### src/rtl/dma_stream_engine.sv
// dma_stream_engine: single-outstanding Wishbone DMA master shared by an
// MM2S read channel (SDRAM -> stream) and an S2MM write channel
// (stream -> SDRAM), scheduled round-robin.
//
// state | meaning
// IDLE  | waiting for cfg_start
// SCHED | choose next bus transaction or detect completion
// RD    | Wishbone read in flight (we=0)
// WR    | Wishbone write in flight (we=1)
// FIN   | done pulse, back to IDLE
module dma_stream_engine #(
  parameter int LEN_W      = 16,
  parameter int FIFO_DEPTH = 4
) (
  input  logic             clk,
  input  logic             rst,
  input  logic             cfg_start,
  input  logic [31:0]      cfg_src_adr,
  input  logic [31:0]      cfg_dst_adr,
  input  logic [LEN_W-1:0] cfg_len,
  output logic             busy,
  output logic             done,
  output logic             dma_stb_o,
  output logic             dma_cyc_o,
  output logic             dma_we_o,
  output logic [3:0]       dma_sel_o,
  output logic [31:0]      dma_adr_o,
  output logic [31:0]      dma_dat_o,
  input  logic             dma_ack_i,
  input  logic [31:0]      dma_dat_i,
  output logic [31:0]      mm2s_tdata,
  output logic             mm2s_tvalid,
  input  logic             mm2s_tready,
  output logic             mm2s_tlast,
  input  logic [31:0]      s2mm_tdata,
  input  logic             s2mm_tvalid,
  output logic             s2mm_tready
);

  localparam int PTR_W = (FIFO_DEPTH > 1) ? $clog2(FIFO_DEPTH) : 1;
  localparam int CNT_W = PTR_W + 1;
  localparam logic CH_READ  = 1'b0;
  localparam logic CH_WRITE = 1'b1;

  typedef enum logic [2:0] {IDLE, SCHED, RD, WR, FIN} state_t;

  state_t           state;
  logic [31:0]      src_adr, dst_adr;
  logic [LEN_W-1:0] len, rd_issued, wr_done, wr_accepted, sent_cnt;
  logic [31:0]      fifo_mem [FIFO_DEPTH];
  logic [PTR_W-1:0] wr_ptr, rd_ptr;
  logic [CNT_W-1:0] fifo_cnt;
  logic [31:0]      wbuf;
  logic             wbuf_full;
  logic             rr_last;

  logic start_go, fifo_push, fifo_pop, wbuf_load, wbuf_clear;
  logic read_ok, write_ok, all_done;

  assign start_go   = (state == IDLE) && cfg_start;
  assign fifo_push  = (state == RD) && dma_ack_i;
  assign fifo_pop   = mm2s_tvalid && mm2s_tready;
  assign wbuf_load  = s2mm_tvalid && s2mm_tready;
  assign wbuf_clear = (state == WR) && dma_ack_i;

  // Only one transaction can be outstanding and none is while in SCHED,
  // so FIFO occupancy alone bounds the read credit.
  assign read_ok  = (rd_issued < len) && (fifo_cnt < CNT_W'(FIFO_DEPTH));
  assign write_ok = wbuf_full;
  assign all_done = (rd_issued == len) && (wr_done == len) && (fifo_cnt == '0);

  assign mm2s_tvalid = (fifo_cnt != '0);
  assign mm2s_tdata  = mm2s_tvalid ? fifo_mem[rd_ptr] : 32'h0;
  assign mm2s_tlast  = mm2s_tvalid && (sent_cnt == len - LEN_W'(1));
  assign s2mm_tready = busy && !wbuf_full && (wr_accepted < len);

  // Control FSM: scheduling, Wishbone master registers, busy/done.
  always_ff @(posedge clk) begin
    if (rst) begin
      state     <= IDLE;
      busy      <= 1'b0;
      done      <= 1'b0;
      dma_stb_o <= 1'b0;
      dma_cyc_o <= 1'b0;
      dma_we_o  <= 1'b0;
      dma_sel_o <= 4'h0;
      dma_adr_o <= 32'h0;
      dma_dat_o <= 32'h0;
      src_adr   <= 32'h0;
      dst_adr   <= 32'h0;
      len       <= '0;
      rd_issued <= '0;
      wr_done   <= '0;
      rr_last   <= CH_WRITE;
    end else begin
      done <= 1'b0;
      case (state)
        IDLE: begin
          if (cfg_start) begin
            src_adr   <= cfg_src_adr;
            dst_adr   <= cfg_dst_adr;
            len       <= cfg_len;
            rd_issued <= '0;
            wr_done   <= '0;
            busy      <= 1'b1;
            state     <= SCHED;
          end
        end
        SCHED: begin
          if (all_done) begin
            busy  <= 1'b0;
            done  <= 1'b1;
            state <= FIN;
          end else if (read_ok && (!write_ok || rr_last == CH_WRITE)) begin
            dma_stb_o <= 1'b1;
            dma_cyc_o <= 1'b1;
            dma_we_o  <= 1'b0;
            dma_sel_o <= 4'hF;
            dma_adr_o <= src_adr + (32'(rd_issued) << 2);
            rr_last   <= CH_READ;
            state     <= RD;
          end else if (write_ok) begin
            dma_stb_o <= 1'b1;
            dma_cyc_o <= 1'b1;
            dma_we_o  <= 1'b1;
            dma_sel_o <= 4'hF;
            dma_adr_o <= dst_adr + (32'(wr_done) << 2);
            dma_dat_o <= wbuf;
            rr_last   <= CH_WRITE;
            state     <= WR;
          end
        end
        RD: begin
          if (dma_ack_i) begin
            dma_stb_o <= 1'b0;
            dma_cyc_o <= 1'b0;
            rd_issued <= rd_issued + LEN_W'(1);
            state     <= SCHED;
          end
        end
        WR: begin
          if (dma_ack_i) begin
            dma_stb_o <= 1'b0;
            dma_cyc_o <= 1'b0;
            wr_done   <= wr_done + LEN_W'(1);
            state     <= SCHED;
          end
        end
        FIN: state <= IDLE;
        default: state <= IDLE;
      endcase
    end
  end

  // Stream-side bookkeeping: read FIFO pointers, write buffer, beat counters.
  always_ff @(posedge clk) begin
    if (rst) begin
      wr_ptr      <= '0;
      rd_ptr      <= '0;
      fifo_cnt    <= '0;
      wbuf        <= 32'h0;
      wbuf_full   <= 1'b0;
      wr_accepted <= '0;
      sent_cnt    <= '0;
    end else begin
      if (fifo_push) wr_ptr <= wr_ptr + PTR_W'(1);
      if (fifo_pop)  rd_ptr <= rd_ptr + PTR_W'(1);
      case ({fifo_push, fifo_pop})
        2'b10:   fifo_cnt <= fifo_cnt + CNT_W'(1);
        2'b01:   fifo_cnt <= fifo_cnt - CNT_W'(1);
        default: fifo_cnt <= fifo_cnt;
      endcase
      if (wbuf_load) begin
        wbuf      <= s2mm_tdata;
        wbuf_full <= 1'b1;
      end else if (wbuf_clear) begin
        wbuf_full <= 1'b0;
      end
      if (start_go) begin
        wr_accepted <= '0;
        sent_cnt    <= '0;
      end else begin
        if (wbuf_load) wr_accepted <= wr_accepted + LEN_W'(1);
        if (fifo_pop)  sent_cnt    <= sent_cnt + LEN_W'(1);
      end
    end
  end

  // Read FIFO storage; contents need no reset because tvalid gates them.
  always_ff @(posedge clk) begin
    if (fifo_push) fifo_mem[wr_ptr] <= dma_dat_i;
  end

endmodule

### config.mk
export PLATFORM = sky130hd
export DESIGN_NAME = dma_stream_engine
export DESIGN_NICKNAME = d
export VERILOG_FILES = /design/src/rtl/dma_stream_engine.sv
export SDC_FILE = /design/constraint.sdc
export NUM_CORES = 1
export LEC_CHECK = 0
export ABC_AREA = 1
export BUFFER_PORTS_ARGS = -buffer_cell sky130_fd_sc_hd__buf_4
export CORE_ASPECT_RATIO = 1.25
export CORE_MARGIN = 4
export CORE_UTILIZATION = 53
export DETAILED_ROUTE_END_ITERATION = 12
export PLACE_DENSITY = 0.84
export SETUP_SLACK_MARGIN = 0.15
export SYNTH_ARGS = -nofsm -noshare
export SYNTH_HDL_FRONTEND = slang
export SYNTH_SLANG_ARGS = --single-unit
### constraint.sdc
create_clock -name clk -period 2.9 [get_ports clk]
set_input_delay 0.58 -clock clk [delete_from_list [all_inputs] [get_ports clk]]
set_output_delay 0.58 -clock clk [all_outputs]
set_load 0.01 [all_outputs]
# Word-level counts from Yosys, hierarchy flattened
# Memories as Yosys holds them, arrays and structs flattened. A register that Yosys moved wholly into a read port is not among the register bits.
# Index checks and enable logic that the tools add are counted.
# totals
register_bits	260
ram_bits	128
elab_cells	123
memories	1
# op_classes
n_addsub	11
order_cmp	3
n_eq_ne	16
mux	33
bitwise_logic	3
reduce_logical	35
# memory_table
name	depth	word_bits	read_ports	rd_clocked_by_memory_dff	wr	line	source
fifo_mem	4	32	1	1	1	50	logic [31:0] fifo_mem [FIFO_DEPTH];
# ops
operator	count
$mux W32	3
$add A16 B1 Y16 const B	4
$add A32 B18 Y32	2
$pmux W16 S2	2
$eq A16 B16 Y1	3
$mux W16	3
$lt A16 B16 Y1	2
$sub A16 B1 Y16 const B	1
$mux W3	5
$reduce_and A3 Y1	5
$reduce_bool A2 Y1	7
$logic_and A1 B1 Y1	12
$mux W1	12
$ne A2 B2 Y1 const B	5
$pmux W3 S3	1
$mux W4	2
$reduce_and A4 Y1	2
$eq A3 B2 Y1 const B	2
$logic_not A3 Y1	2
$pmux W3 S2	1
$reduce_or A2 Y1	3
$add A2 B1 Y2 const B	2
$mux W2	2
$ne A4 B4 Y1 const B	1
14 further kinds	17

# Depth between registers and ports, before layout
# logic_depth
word_depth	6
mapped_depth	16
depth_no_buf	15

# Least setup slack after synthesis
# Ideal clock, no wire load.
# synth_path
kind	in2reg
startpoint	input port dma_ack_i
endpoint	memory fifo_mem[0][0], enable pin
t_arrival_ps	2378
path_slack_ps	100
cell_stages	5
cell_sequence	inv_1 nor2_2 inv_2 clkbuf_1 nor2_1
# synth_between
elab_chain_len	3
# synth_lines
item	line	source
start, declared	29	input logic dma_ack_i,
$logic_and A1 B1 Y1	61	assign fifo_push = (state == RD) && dma_ack_i;
$mux W1	191	if (fifo_push) fifo_mem[wr_ptr] <= dma_dat_i;
$mux W1 (not written as such)	191	
end, declared	50	
# No other way between the ends.

# Worst setup path in the final report
# layout_path
startpoint	register len[10]
endpoint	output port s2mm_tready
# layout_between
elab_chain_len	2
# layout_lines
item	line	source
start, declared	49	logic [LEN_W-1:0] len, rd_issued, wr_done, wr_accepted, sent_cnt;
start signal, assigned	102	len <= cfg_len;
$lt A16 B16 Y1	75	assign s2mm_tready = busy && !wbuf_full && (wr_accepted < len);
$logic_and A1 B1 Y1	75	
end, declared	37	output logic s2mm_tready
# No other way between the ends.

==> impl_metrics.ini <==
[run_status]
status = complete, no violations

[timing]
finalSetupViolCount = 0
setup_tns_ns = 0
worst_pin_slew_ns = 0.7324
relSlewSlack = 0.5117
hold_violations = 0
fmax_mhz = 353.4
period_share = 0.9757
slew_viol_final = 0
period_minus_slack_ns = 2.829
rsz0062_at_grt = true
finClkSkew_ns = 0.02596
fin_ws_ns = 0.07061

[cts]
clk_latency_ns = 0.55
cts_sinks = 387
cts_buffer_depth = 3
path_clk_slew_ns = 0.07
clockRootBuffer = clkbuf_16
cts-htree-levels = 2
cts_tree = yes
numCtsBuffers = 39

[floorplanning]
core_um2 = 37460
die_area_um2 = 41400
die_y_um = 226.5
pin_count = 258
num_rows = 79
start_util = 0.5403
die_x_um = 182.8

[grt]
gr-total-overflow = 0
grt_pass1_vias = 18280
grt_antenna_before_repair = 0
grt_first_pass_wirelength_mm = 91.20
grt_usage = 0.2709
grt_max_degree = 80

[power_and_ir_drop]
leakage_nw = 10.60
power_density_nw_per_um2 = 607.3
total_power_mw = 14.67
ir_drop_mv = 0.5188

[drt]
viasPerCell = 5.490
drt_iter0_drc = 1742
dr_total_vias = 19280
ant_nets = 0
first_pass_iters = 6
routed_wl_mm = 58.42
drc = 0
wl_per_cell_um = 16.64

[synthesis]
synth_seq_cells = 387
synth_cell_type_count = 42
async_flop_share = 0
ys_seq_area_frac = 0.4461
avgSynthCellArea_um2 = 7.334
synth-edff-count = 128
syn-num-nets = 2986
synth-main-ff-cell = dfxtp_1
synthesis.area_um2 = 20240
yosys_warnings = 0
syn_inst = 2760

[placed_design]
place_ws_ns = 0.2757
dp_hpwl_mm = 42.51
gp_congestion = 1.019
io_buffers = 257
dp_cells = 3429

[finish]
nets = 3220
drive_gt1_frac = 0.1458
final_core_util = 0.6449
area_delta_synth_final_pct = 19.35
final_cell_count_no_fill = 3511

[critical_path]
reg2reg_from = len[7]
critical_path_class = flip-flop to output port
critPathMaxStageDelay_ns = 0.41
rr_endpoint = dma_adr_o[26]
cp-start-kind = flip-flop
crit_family = simple AND/OR/NAND/NOR gates
path_buf_inv = 2
reg2reg_slack_ns = 0.32
cp_data_required_time_ns = 2.32
arrival_ns = 2.25
path_cells = inv_2 > ha_1 > nand2_1 > nor4_2 > nand2_1 > and2_1 > buf_4
rr_worst_depth = 15
endpoint_kind = output port
crit_path_top_delay_cell = dfxtp_1
cp_common_cell = nand2_1
crit_fanout = 5

[hold_path]
min_path_type = primary input to flip-flop
hold_depth = 1
min_to = fifo_mem[1][31]
min_from = dma_dat_i[31]

[run]
maxCapViolCount = 0
-- power breakdown --
group | switching (mW) | internal [mW]
Clock | 2.14 | 3.13
Combinational | 1.97 | 1.18
Sequential | 0.293 | 5.97
Total | 4.40 | 10.3
-- through the flow --
step | hold slack, ns | instance area (um^2)
final | 0.2314 | 24160
after global routing | 0.2103 | 24160
after CTS | 0.2065 | 24090
after detailed placement | 0.4431 | 22600
after global placement | 0.4372 | 22600
after floorplan | 0.4245 | 20240
-- routing by layer --
layer / up-vias / part of all wire / GRT usage
li1: 9401 / - / -
met1: 8834 / 0.38 / 0.3313
met2: 861 / 0.49 / 0.4788
met3: 179 / 0.082 / 0.04268
met4: 0 / 0.042 / 0.1094
met5: - / 0 / 0
-- cells by family after synthesis --
logic type / Yosys count / synth area share
buffers and inverters: 448 / 0.08753
AO/OA/AOI/OAI: 492 / 0.1228
flip-flops: 387 / 0.4461
XOR/XNOR: 61 / 0.02640
adder cells (fa/ha/maj): 76 / 0.04809
AND/OR/NAND/NOR: 1296 / 0.2691
-- flip-flops by register name (all words and copies together), names as in the netlist, 32 cells and up, named ones only --
register   count
wbuf          32
fifo_mem     128
dst_adr       32
src_adr       32
dma_adr_o     32
dma_dat_o     32
-- cells in the mapped netlist (4+ instances only) --
cell	count	area [um^2]
o21ai_1	8	40.04
nand2_1	643	2414
nor2_1	364	1366
buf_2	17	85.08
nand3_2	5	50.05
a21oi_1	256	1281
nor2_2	4	25.02
nand4_1	29	181.4
inv_2	13	48.80
nor3_1	37	185.2
nand3_1	165	825.8
nand2_2	5	31.28
and2_1	4	25.02
nand3b_1	5	37.54
o21ai_0	220	1101
buf_6	6	67.56
xor2_1	45	394.1
edfxtp_1	128	3844
dfxtp_1	259	5185
inv_1	326	1224
clkbuf_1	73	274.0
buf_4	6	45.04
nor4_1	11	68.82
ha_1	73	913.4
or2_2	8	50.05
nor3_2	5	50.05
xnor2_1	16	140.1
-- cell type report --
type	instances	area, um^2
repair buffers	298	2310
fillers	3185	13300
clock buffers	53	1141
clock inverters	18	212.7
diodes	1	2.502
flip-flops and latches	387	9044
repair inverters	1	7.507
well taps	486	608.1
inverters	342	1296
multi-input cells	1925	9537
-- repair_timing --
action                                  in CTS  in global routing
gates resized for setup                     25                 16
setup buffers                                8                  1
hold buffers                                 0                  0
pin swaps                                    6                  4
endpoints found under the setup margin      34                 50
cloned                                       1                  0
-- worst max path at each step --
stage	start	to	slack, ns	cells after the start
CTS	len[1]	mm2s_tlast	0.03	10
global route	len[0]	mm2s_tlast	-0.07	10
global placement	len[1]	mm2s_tlast	0.38	10
finish	len[10]	s2mm_tready	0.07	7
floorplan	dma_ack_i	fifo_mem[0][0]	0.10	5
detailed placement	len[1]	mm2s_tlast	0.28	10
-- cell usage in the layout (no fill, tap or decap), types with 9 or more instances in the layout --
cell type and n:
nand2_1 642, a21oi_1 256, dfxtp_1 251, nor3_1 36
inv_2 16, xnor2_1 15, nor2_2 9, buf_4 289
clkbuf_16 41, edfxtp_1 128, nor2_1 359, nand3_1 163
nand4_1 29, inv_1 319, xor2_1 45, o21ai_0 220
ha_1 72, nor4_1 9
(Power assumes the default switching activity.)
